--- config.mk ---
export PLATFORM = sky130hd
export DESIGN_NAME = fetch_unit
export DESIGN_NICKNAME = d
export VERILOG_FILES = /design/src/rtl/mips_fetch_pkg.sv /design/src/rtl/fetch_queue.sv /design/src/rtl/increment_PC.sv /design/src/rtl/fetch_unit.sv
export SDC_FILE = /design/constraint.sdc
export NUM_CORES = 1
export LEC_CHECK = 0
export BUFFER_PORTS_ARGS = -buffer_cell sky130_fd_sc_hd__buf_2
export CAP_MARGIN = 25
export CELL_PAD_IN_SITES_DETAIL_PLACEMENT = 0
export CELL_PAD_IN_SITES_GLOBAL_PLACEMENT = 2
export CORE_ASPECT_RATIO = 1.75
export CORE_UTILIZATION = 39
export CTS_CLUSTER_SIZE = 30
export DETAILED_ROUTE_END_ITERATION = 8
export PLACE_DENSITY_LB_ADDON = 0.1
export SLEW_MARGIN = 10
export SYNTH_ARGS = -nofsm -noshare
export SYNTH_HDL_FRONTEND = slang
export SYNTH_SLANG_ARGS = --single-unit
--- constraint.sdc ---
create_clock -name clk -period 5.1 [get_ports clk]
set_input_delay 1.02 -clock clk [delete_from_list [all_inputs] [get_ports clk]]
set_output_delay 1.02 -clock clk [all_outputs]
set_load 0.02 [all_outputs]
--- src/rtl/mips_fetch_pkg.sv ---
// Shared types and constants for the MIPS instruction-fetch front end.
package mips_fetch_pkg;

    localparam int ADDR_W      = 32;
    localparam int INSTR_BYTES = 4;
    localparam logic [ADDR_W-1:0] DEFAULT_RESET_PC = 32'h0040_0000;

    typedef enum logic [1:0] {
        IDLE = 2'd0,
        BUSY = 2'd1,
        KILL = 2'd2
    } fetch_state_t;

    // Redirect targets are word addresses; the byte offset is dropped.
    function automatic logic [ADDR_W-1:0] word_align(input logic [ADDR_W-1:0] addr);
        return addr & ~32'h0000_0003;
    endfunction

endpackage

--- src/rtl/fetch_queue.sv ---
// Two-entry instruction FIFO; entry 0 is always the head presented to decode.
module fetch_queue
    import mips_fetch_pkg::*;
(
    input  logic              clk,
    input  logic              rst_n,
    input  logic              push,
    input  logic              pop,
    input  logic              flush,
    input  logic [ADDR_W-1:0] push_instr,
    input  logic [ADDR_W-1:0] push_pc,
    output logic              head_valid,
    output logic [ADDR_W-1:0] head_instr,
    output logic [ADDR_W-1:0] head_pc,
    output logic [1:0]        count
);

    logic [ADDR_W-1:0] instr_q [2];
    logic [ADDR_W-1:0] pc_q    [2];

    always_ff @(posedge clk or negedge rst_n) begin
        if (!rst_n) begin
            count      <= 2'd0;
            instr_q[0] <= '0;
            instr_q[1] <= '0;
            pc_q[0]    <= '0;
            pc_q[1]    <= '0;
        end else if (flush) begin
            count <= 2'd0;
        end else begin
            case ({push, pop})
                2'b10: begin
                    if (count == 2'd0) begin
                        instr_q[0] <= push_instr;
                        pc_q[0]    <= push_pc;
                    end else begin
                        instr_q[1] <= push_instr;
                        pc_q[1]    <= push_pc;
                    end
                    count <= count + 2'd1;
                end
                2'b01: begin
                    instr_q[0] <= instr_q[1];
                    pc_q[0]    <= pc_q[1];
                    count      <= count - 2'd1;
                end
                // Simultaneous push/pop: head advances, new word lands behind it.
                2'b11: begin
                    if (count == 2'd1) begin
                        instr_q[0] <= push_instr;
                        pc_q[0]    <= push_pc;
                    end else begin
                        instr_q[0] <= instr_q[1];
                        pc_q[0]    <= pc_q[1];
                        instr_q[1] <= push_instr;
                        pc_q[1]    <= push_pc;
                    end
                end
                default: ;
            endcase
        end
    end

    assign head_valid = (count != 2'd0);
    assign head_instr = instr_q[0];
    assign head_pc    = pc_q[0];

endmodule

--- src/rtl/increment_PC.sv ---
// Program-counter incrementer; wraps silently at the top of the address space.
module increment_PC #(
    parameter int W    = 32,
    parameter int STEP = 4
) (
    input  logic [W-1:0] pc,
    output logic [W-1:0] pc_next
);

    assign pc_next = pc + W'(STEP);

endmodule

--- src/rtl/fetch_unit.sv ---
// Sequential fetch front end: owns the PC, issues one outstanding imem read at a
// time, buffers returned words for decode and squashes stale fetches on redirect.
module fetch_unit
    import mips_fetch_pkg::*;
#(
    parameter logic [31:0] RESET_PC = DEFAULT_RESET_PC,
    parameter int          QDEPTH   = 2
) (
    input  logic              clk,
    input  logic              rst_n,
    output logic              imem_req,
    output logic [ADDR_W-1:0] imem_addr,
    input  logic              imem_ack,
    input  logic [ADDR_W-1:0] imem_rdata,
    input  logic              redirect_valid,
    input  logic [ADDR_W-1:0] redirect_pc,
    output logic              instr_valid,
    output logic [ADDR_W-1:0] instr,
    output logic [ADDR_W-1:0] instr_pc,
    input  logic              instr_ready
);

    localparam logic [1:0] QD = 2'(QDEPTH);

    fetch_state_t      state;
    logic [ADDR_W-1:0] pc;
    logic [ADDR_W-1:0] pc_inc;
    logic [ADDR_W-1:0] target;
    logic [1:0]        q_count;
    logic [1:0]        count_next;
    logic              ack;
    logic              push;
    logic              pop;
    logic              space;

    increment_PC #(.W(ADDR_W), .STEP(INSTR_BYTES)) u_inc (
        .pc      (pc),
        .pc_next (pc_inc)
    );

    // Both handshakes are valid/ready style: imem transfers on imem_req && imem_ack
    // with req/addr held until then; decode transfers on instr_valid && instr_ready.
    assign ack        = imem_req && imem_ack;
    assign pop        = instr_valid && instr_ready;
    assign push       = (state == BUSY) && ack && !redirect_valid;
    assign target     = word_align(redirect_pc);
    assign count_next = redirect_valid ? 2'd0 : (q_count + {1'b0, push} - {1'b0, pop});
    assign space      = (count_next < QD);

    always_ff @(posedge clk or negedge rst_n) begin
        if (!rst_n) begin
            state     <= IDLE;
            pc        <= RESET_PC;
            imem_req  <= 1'b0;
            imem_addr <= '0;
        end else begin
            case (state)
                IDLE: begin
                    if (redirect_valid) begin
                        pc <= target;
                    end else if (space) begin
                        state     <= BUSY;
                        imem_req  <= 1'b1;
                        imem_addr <= pc;
                        pc        <= pc_inc;
                    end
                end
                BUSY: begin
                    if (redirect_valid) begin
                        pc <= target;
                        if (imem_ack) begin
                            state    <= IDLE;
                            imem_req <= 1'b0;
                        end else begin
                            state <= KILL;
                        end
                    end else if (imem_ack) begin
                        if (space) begin
                            imem_addr <= pc;
                            pc        <= pc_inc;
                        end else begin
                            state    <= IDLE;
                            imem_req <= 1'b0;
                        end
                    end
                end
                // Wait out the abandoned request; its data never reaches the queue.
                KILL: begin
                    if (redirect_valid) begin
                        pc <= target;
                    end
                    if (imem_ack) begin
                        state    <= IDLE;
                        imem_req <= 1'b0;
                    end
                end
                default: begin
                    state    <= IDLE;
                    imem_req <= 1'b0;
                end
            endcase
        end
    end

    fetch_queue u_queue (
        .clk        (clk),
        .rst_n      (rst_n),
        .push       (push),
        .pop        (pop),
        .flush      (redirect_valid),
        .push_instr (imem_rdata),
        .push_pc    (imem_addr),
        .head_valid (instr_valid),
        .head_instr (instr),
        .head_pc    (instr_pc),
        .count      (q_count)
    );

endmodule

-- Word-level counts from Yosys, hierarchy flattened
Cells that the tools add are included.
- memories: 0
- ROM bits: 0
- bits in latches: 0
- logic and storage cells: 93
- RAM bits: 0
- register bits after elaboration: 197
- bitwise logic cells: 1
- $add $sub $neg: 5
- multipliers: 0
- magnitude comparators: 1
- shifts and indexed selects: 0
- reduce and logical (&&, ||, !) cells: 19
- div/mod/pow operators: 0
- muxes and demuxes: 41
- eq/ne operators: 17
- operators by type and width (kind ; number):
    32-bit two-way mux ; 17
    32-bit one-hot mux with 3 select lines ; 3
    32-bit one-hot mux with 2 select lines ; 3
    32-bit by 3-bit adder with 32-bit output, second input constant ; 1
    2-bit two-way mux ; 9
    2-bit != test, second input constant ; 8
    4-bit AND reduction ; 3
    3-bit nonzero test ; 3
    2-bit by 1-bit == test with 1-bit output, second input constant ; 3
    2-bit == test, second input constant ; 3
    1-bit two-way mux ; 6
    3-bit != test, second input constant ; 2
    2-bit one-hot mux with 3 select lines ; 1
    3-bit AND reduction ; 2
    2-bit nonzero test ; 3
    5-bit AND reduction ; 1
    1-bit logical AND ; 4
    2-bit zero test ; 2
    2-bit one-hot mux with 2 select lines ; 1
    1-bit one-hot mux with 3 select lines ; 1
    2-bit by 1-bit adder with 2-bit output ; 1
    2-bit by 1-bit adder with 2-bit output, second input constant ; 1
    2-bit < comparator, second input constant ; 1
    2-bit by 1-bit != test with 1-bit output, second input constant ; 1
    4 further kinds ; 4

-- Longest topological paths before layout
- depth in word-level cells: 11
- gate-level depth with buffers: 12

-- Cells and area by module
Synthesis repeated with hierarchy kept, for this count alone.
- cells, all modules: 704
- area total of the unflattened synthesis: 10590.2 sq um
- by module, submodules not included (module ; sequential area each (sq um) ; times used ; area an instance (sq um) ; cells each):
    fetch_queue ; 3253.1 ; 1 ; 6658.9 ; 426
    fetch_unit ; 1677.9 ; 1 ; 3377.0 ; 199
    increment_PC ; 0.0 ; 1 ; 554.3 ; 79

-- Worst setup path before layout
OpenSTA, ideal clock, no wires.
- kind: in2reg
- start point: input port instr_ready
- end point: register pc[30]
- data required time: 4.979 ns
- path slack: 1.946 ns
- cell stages on the path: 9
- library setup time: 0.121 ns
- arrival: 3.033 ns
- cells stage by stage: nand2_1 inv_1 ha_1 xor2_1 mux2_2 o31ai_1 clkbuf_1 o21ai_0 a22o_1
- word-level cells in the longest chain between the ends: 8
- elaborated cells between the ends (all ways): 9
- those cells by class: add/sub (1); order compare (1); mux (6); reduce/logical (1)
- RTL lines (what ; RTL line ; RTL):
    start, declared ; fetch_unit.sv:20 ; input logic instr_ready
    1-bit logical AND (*) ; fetch_unit.sv:44 ; assign pop = instr_valid && instr_ready;
    2-bit by 1-bit subtractor with 2-bit output (*) ; fetch_unit.sv:47 ; assign count_next = redirect_valid ? 2'd0 : (q_count + {1'b0, push} - {1'b0, pop});
    2-bit two-way mux (*) ; fetch_unit.sv:47 ;
    2-bit < comparator (*) ; fetch_unit.sv:48 ; assign space = (count_next < QD);
    32-bit two-way mux (*) ; n/a ;
    32-bit two-way mux (2 in a row) ; n/a ;
    32-bit one-hot mux with 3 select lines (*) ; n/a ;
    end signal, assigned ; fetch_unit.sv:60 ; pc <= target;
    end signal, assigned ; fetch_unit.sv:65 ; pc <= pc_inc;
    end signal, assigned ; fetch_unit.sv:70 ; pc <= target;
    end, declared ; fetch_unit.sv:26 ; logic [ADDR_W-1:0] pc;
Every way passes the cells marked *; elsewhere a longest branch is shown, timed or not. The select of a mux whose other input is x is not followed.
A chain may end at the register's enable or synchronous reset.

-- Final worst setup path
- start point: register u_queue.count[1]
- end point: register pc[13]
- word-level cells in the longest chain between the ends: 9
- elaborated cells between the ends (all ways): 11
- those cells by class: add/sub (2); order compare (1); mux (6); reduce/logical (2)
- RTL lines (what ; RTL line ; RTL):
    start, declared ; fetch_queue.sv:15 ; output logic [1:0] count
    start signal, assigned ; fetch_queue.sv:40 ; count <= count + 2'd1;
    start signal, assigned ; fetch_queue.sv:45 ; count <= count - 2'd1;
    branches (longest 2 deep; another with 2-bit by 1-bit adder with 2-bit output) ; n/a ;
    2-bit by 1-bit subtractor with 2-bit output (*) ; fetch_unit.sv:47 ;
    2-bit two-way mux (*) ; fetch_unit.sv:47 ;
    2-bit < comparator (*) ; fetch_unit.sv:48 ;
    32-bit two-way mux (*) ; n/a ;
    32-bit two-way mux (2 in a row) ; n/a ;
    32-bit one-hot mux with 3 select lines (*) ; n/a ;
Every way passes the cells marked *. The select of a mux whose other input is x is not followed.

==> summary.txt <==
Timing
  – Post-layout min period: 3460 ps
  – RSZ-0062 raised after global routing: false
  – Final Hold Viols: 0
  – Hold Slack: 474 ps
  – Final setup viols: 0
  – Sum of negative setup slack: 0 ps
  – Final period utilization: 67.9%
  – Worst-Margin Slew: 967 ps
  – Slew Limit Fails: 0
  – Fmax: 289 MHz
  – Max transition margin: 35.5%
  – Final Skew: 9.02 ps

Synthesis
  – Avg Cell Area, Syn: 11.1 sq um
  – Most used DFF post-synth: dfrtp_1
  – Top cell type's share of synthesized area: 52.0%
  – Netlist cell types: 55
  – Sequential fraction of the synthesis area: 52.3%
  – Post-synth EDFFs: 0
  – Warning count from the yosys run: 0
  – #FFs+latches synth: 190
  – Biggest area consumer among synthesized cells: dfrtp_1
  – Top cells by area, synth: dfrtp_1 52%, mux2_2 11%, mux2i_1 7.2%
  – Async SR Flop Fraction: 100%
  – Gate Count Post-Synth: 820
  – Synthesized area: 9090 sq um

CTS
  – CTS Buf Count: 17
  – Cts hold-fix bufs: 0
  – H-tree levels: 4
  – CTS resizes: 0
  – Post-CTS setup buffers: 0
  – Clock Path Buffers: 2
  – CTS tree: done
  – Clock tree root buffer cell: clkbuf_16
  – Clk_lat worst skew: 440 ps
  – CTS Sinks: 190
  – Clk slew on worst S/H paths: 70 ps

Pwr
  – Peak supply drop: 0.365 mV
  – PwrDens: 634 nW/um^2
  – Leakage: 4.81 nW

Critical path
  – CP Depth: 11
  – Arr. time, crit path: 3780 ps
  – Largest delay share family, worst path: compound AO/OA/AOI/OAI gates
  – Critical path data required time: 5420 ps
  – Crit path cell chain: inv_1 -> ha_1 -> inv_1 -> nand2_1 -> inv_1 -> ha_1 -> xor2_1 -> mux2_2 -> o31ai_4 -> buf_4 -> o2bb2a_1
  – CP peak stage delay: 620 ps
  – Setup crit start kind: flop
  – Critical path class: reg2reg
  – Crit path max fanout: 18
  – Slowest CP cell: o31ai_4
  – Most common cell type on the critical path: inv_1
  – Worst setup EP type: flop
  – WP buf/inv: 4
  – Number of cells on the worst reg-to-reg path: 11

Floorplanning
  – Site row count: 73
  – Starting Density: 39.8%
  – Die Width: 117 um
  – Core area: 22800 sq um
  – Die Ht: 204 um
  – Die area: 23900 sq um
  – Ports: 167

Final layout
  – Seq. cell area: 4760 sq um
  – Synthesis-to-layout area growth: 13.2%
  – Antenna Cells: 0
  – Fillers: 2259
  – Nets: 970
  – Multi-input gate area: 3610 sq um
  – Layout cells sized above 1: 33.9%

Drt
  – Routed WL: 21.1 mm
  – DRC Markers: 0
  – Iteration-0 DRC Markers: 249
  – Pre-antenna DRT Iters: 4
  – Vias: 6156
  – Via density: 5.09
  – Wire per inst: 17.4 um
  – Antenna-violating nets left: 0

Global routing
  – Initial antenna violation count: 0
  – Total GRT Usage: 18.6%
  – Total global routing overflow: 0
  – GR Util met2: 33.3%
  – Met1 usage: 21.8%
  – GR peak layer: met2
  – Grt met3 use: 4.21%
  – Largest net degree at the start of global routing: 121
  – Number of global-route vias before repair: 6446
  – Global-route wire length before repair: 34.9 mm

Run status
  – Outcome: complete, no violations

Place
  – Post-DP HPWL: 14.1 mm
  – # port buffers: 162
  – GP Congestion: 0.779

Hold path
  – Hold Crit Depth: 2
  – Path type of the worst min-delay path: reg2reg

Job
  – Max Cap Violations: 0
## state kept, by name (all words and copies together) (netlist names)
register	cells
state	2
u_queue.head_instr	32
imem_addr	30
u_queue.count	2
u_queue.pc_q	30
imem_req	1
u_queue.head_pc	31
pc	30
u_queue.instr_q	32
## metrics by stage
stage	instance area [sq um]	power, mW	cells	utilization (%)	setup slack [ps]
2_1_floorplan	9090	4.69	821	-	1950
3_3_place_gp	9680	5.16	1177	42.4	1370
3_5_place_dp	9680	5.26	1177	42.4	1330
4_1_cts	10300	6.62	1208	44.9	1630
5_1_grt	10300	7.00	1209	45.1	1300
6_report	10300	6.52	1209	45.1	1640
## layout by cell type, fill, tap and decap left out, types with 3 or more instances in the layout
cell / synthesis / layout
a211oi_1: 3 / 3
a21oi_1: 45 / 44
a2bb2oi_1: 5 / 5
and3_1: 6 / 6
and4_1: 3 / 3
buf_2: 17 / 161
buf_4: 68 / 8
clkbuf_1: 26 / 4
clkbuf_16: 0 / 17
clkbuf_8: 4 / 5
clkinv_2: 0 / 3
dfrtp_1: 189 / 189
ha_1: 4 / 4
inv_1: 7 / 7
mux2_2: 91 / 91
mux2i_1: 65 / 65
nand2_1: 93 / 92
nand3_1: 12 / 12
nand4_1: 10 / 10
nor2_1: 20 / 20
nor2b_1: 3 / 3
nor3_1: 5 / 5
o21ai_0: 82 / 82
o22a_1: 4 / 4
o22ai_1: 14 / 14
o2bb2a_1: 5 / 5
xnor2_1: 4 / 4
## final cells by class
type | count | area share (%)
clock buffer | 25 | 4.82
multi-input combinational | 508 | 35.0
timing repair buffer | 173 | 9.21
clock inverter | 6 | 0.803
inverter | 7 | 0.255
tap | 300 | 3.65
sequential | 190 | 46.2
## synth_stat cells, types with 6 or more instances
| cell | n |
|---|---|
| o22ai_1 | 14 |
| buf_4 | 68 |
| mux2_2 | 91 |
| nand2_1 | 93 |
| inv_1 | 7 |
| nor2_1 | 20 |
| and3_1 | 6 |
| nand3_1 | 12 |
| o21ai_0 | 82 |
| mux2i_1 | 65 |
| dfrtp_1 | 189 |
| clkbuf_1 | 26 |
| a21oi_1 | 45 |
| nand4_1 | 10 |
| buf_2 | 17 |
## report_power, final
part	leakage (nW)	switching, mW	internal (mW)	total [mW]
clock network	0.283	0.565	0.770	1.34
registers	2.39	0.524	2.16	2.68
logic	2.14	1.45	1.05	2.50
total	4.81	2.54	3.98	6.52
## worst register-to-register path: stages (launching register included)
cell and delay [ps]:
dfrtp_1 440, inv_1 120, ha_1 200, inv_1 60, nand2_1 270, inv_1 80, ha_1 230, xor2_1 350
mux2_2 430, o31ai_4 620, buf_4 310, o2bb2a_1 240
## layer usage
| layer | share of wire [%] | wire length, um | up-vias |
|---|---|---|---|
| met4 | 1.7 | 357 | 0 |
| li1 | - | - | 2986 |
| met3 | 3.9 | 822 | 19 |
| met1 | 43 | 8990 | 3013 |
| met5 | 0 | 0 | - |
| met2 | 52 | 10900 | 138 |
## worst paths after layout
path / startpoint / endpoint / slack, ps
max in group asynchronous: rst_n / imem_addr[21] / 3780
min in group asynchronous: rst_n / u_queue.instr_q[22] / 550
worst max register to register: u_queue.count[1] / pc[13] / 1640
worst min register to register: u_queue.head_pc[20] / u_queue.head_pc[20] / 470
worst max-delay path: u_queue.count[1] / pc[13] / 1640
worst min-delay path: u_queue.head_pc[20] / u_queue.head_pc[20] / 470
## cells by family (layout without fill, tap and decap cells)
| kind of cell | Yosys count | after routing | synth area share (%) |
|---|---|---|---|
| fa+ha+maj | 4 | 4 | 0.551 |
| xor+xnor | 5 | 5 | 0.482 |
| compound gates | 173 | 173 | 11.0 |
| mux | 158 | 158 | 18.7 |
| buf+inv | 123 | 211 | 8.58 |
| other cells | 1 | 2 | 0.0413 |
| simple gates | 166 | 166 | 8.38 |
| flops | 190 | 190 | 52.3 |
No activity file was read; power rests on OpenSTA's default activity.
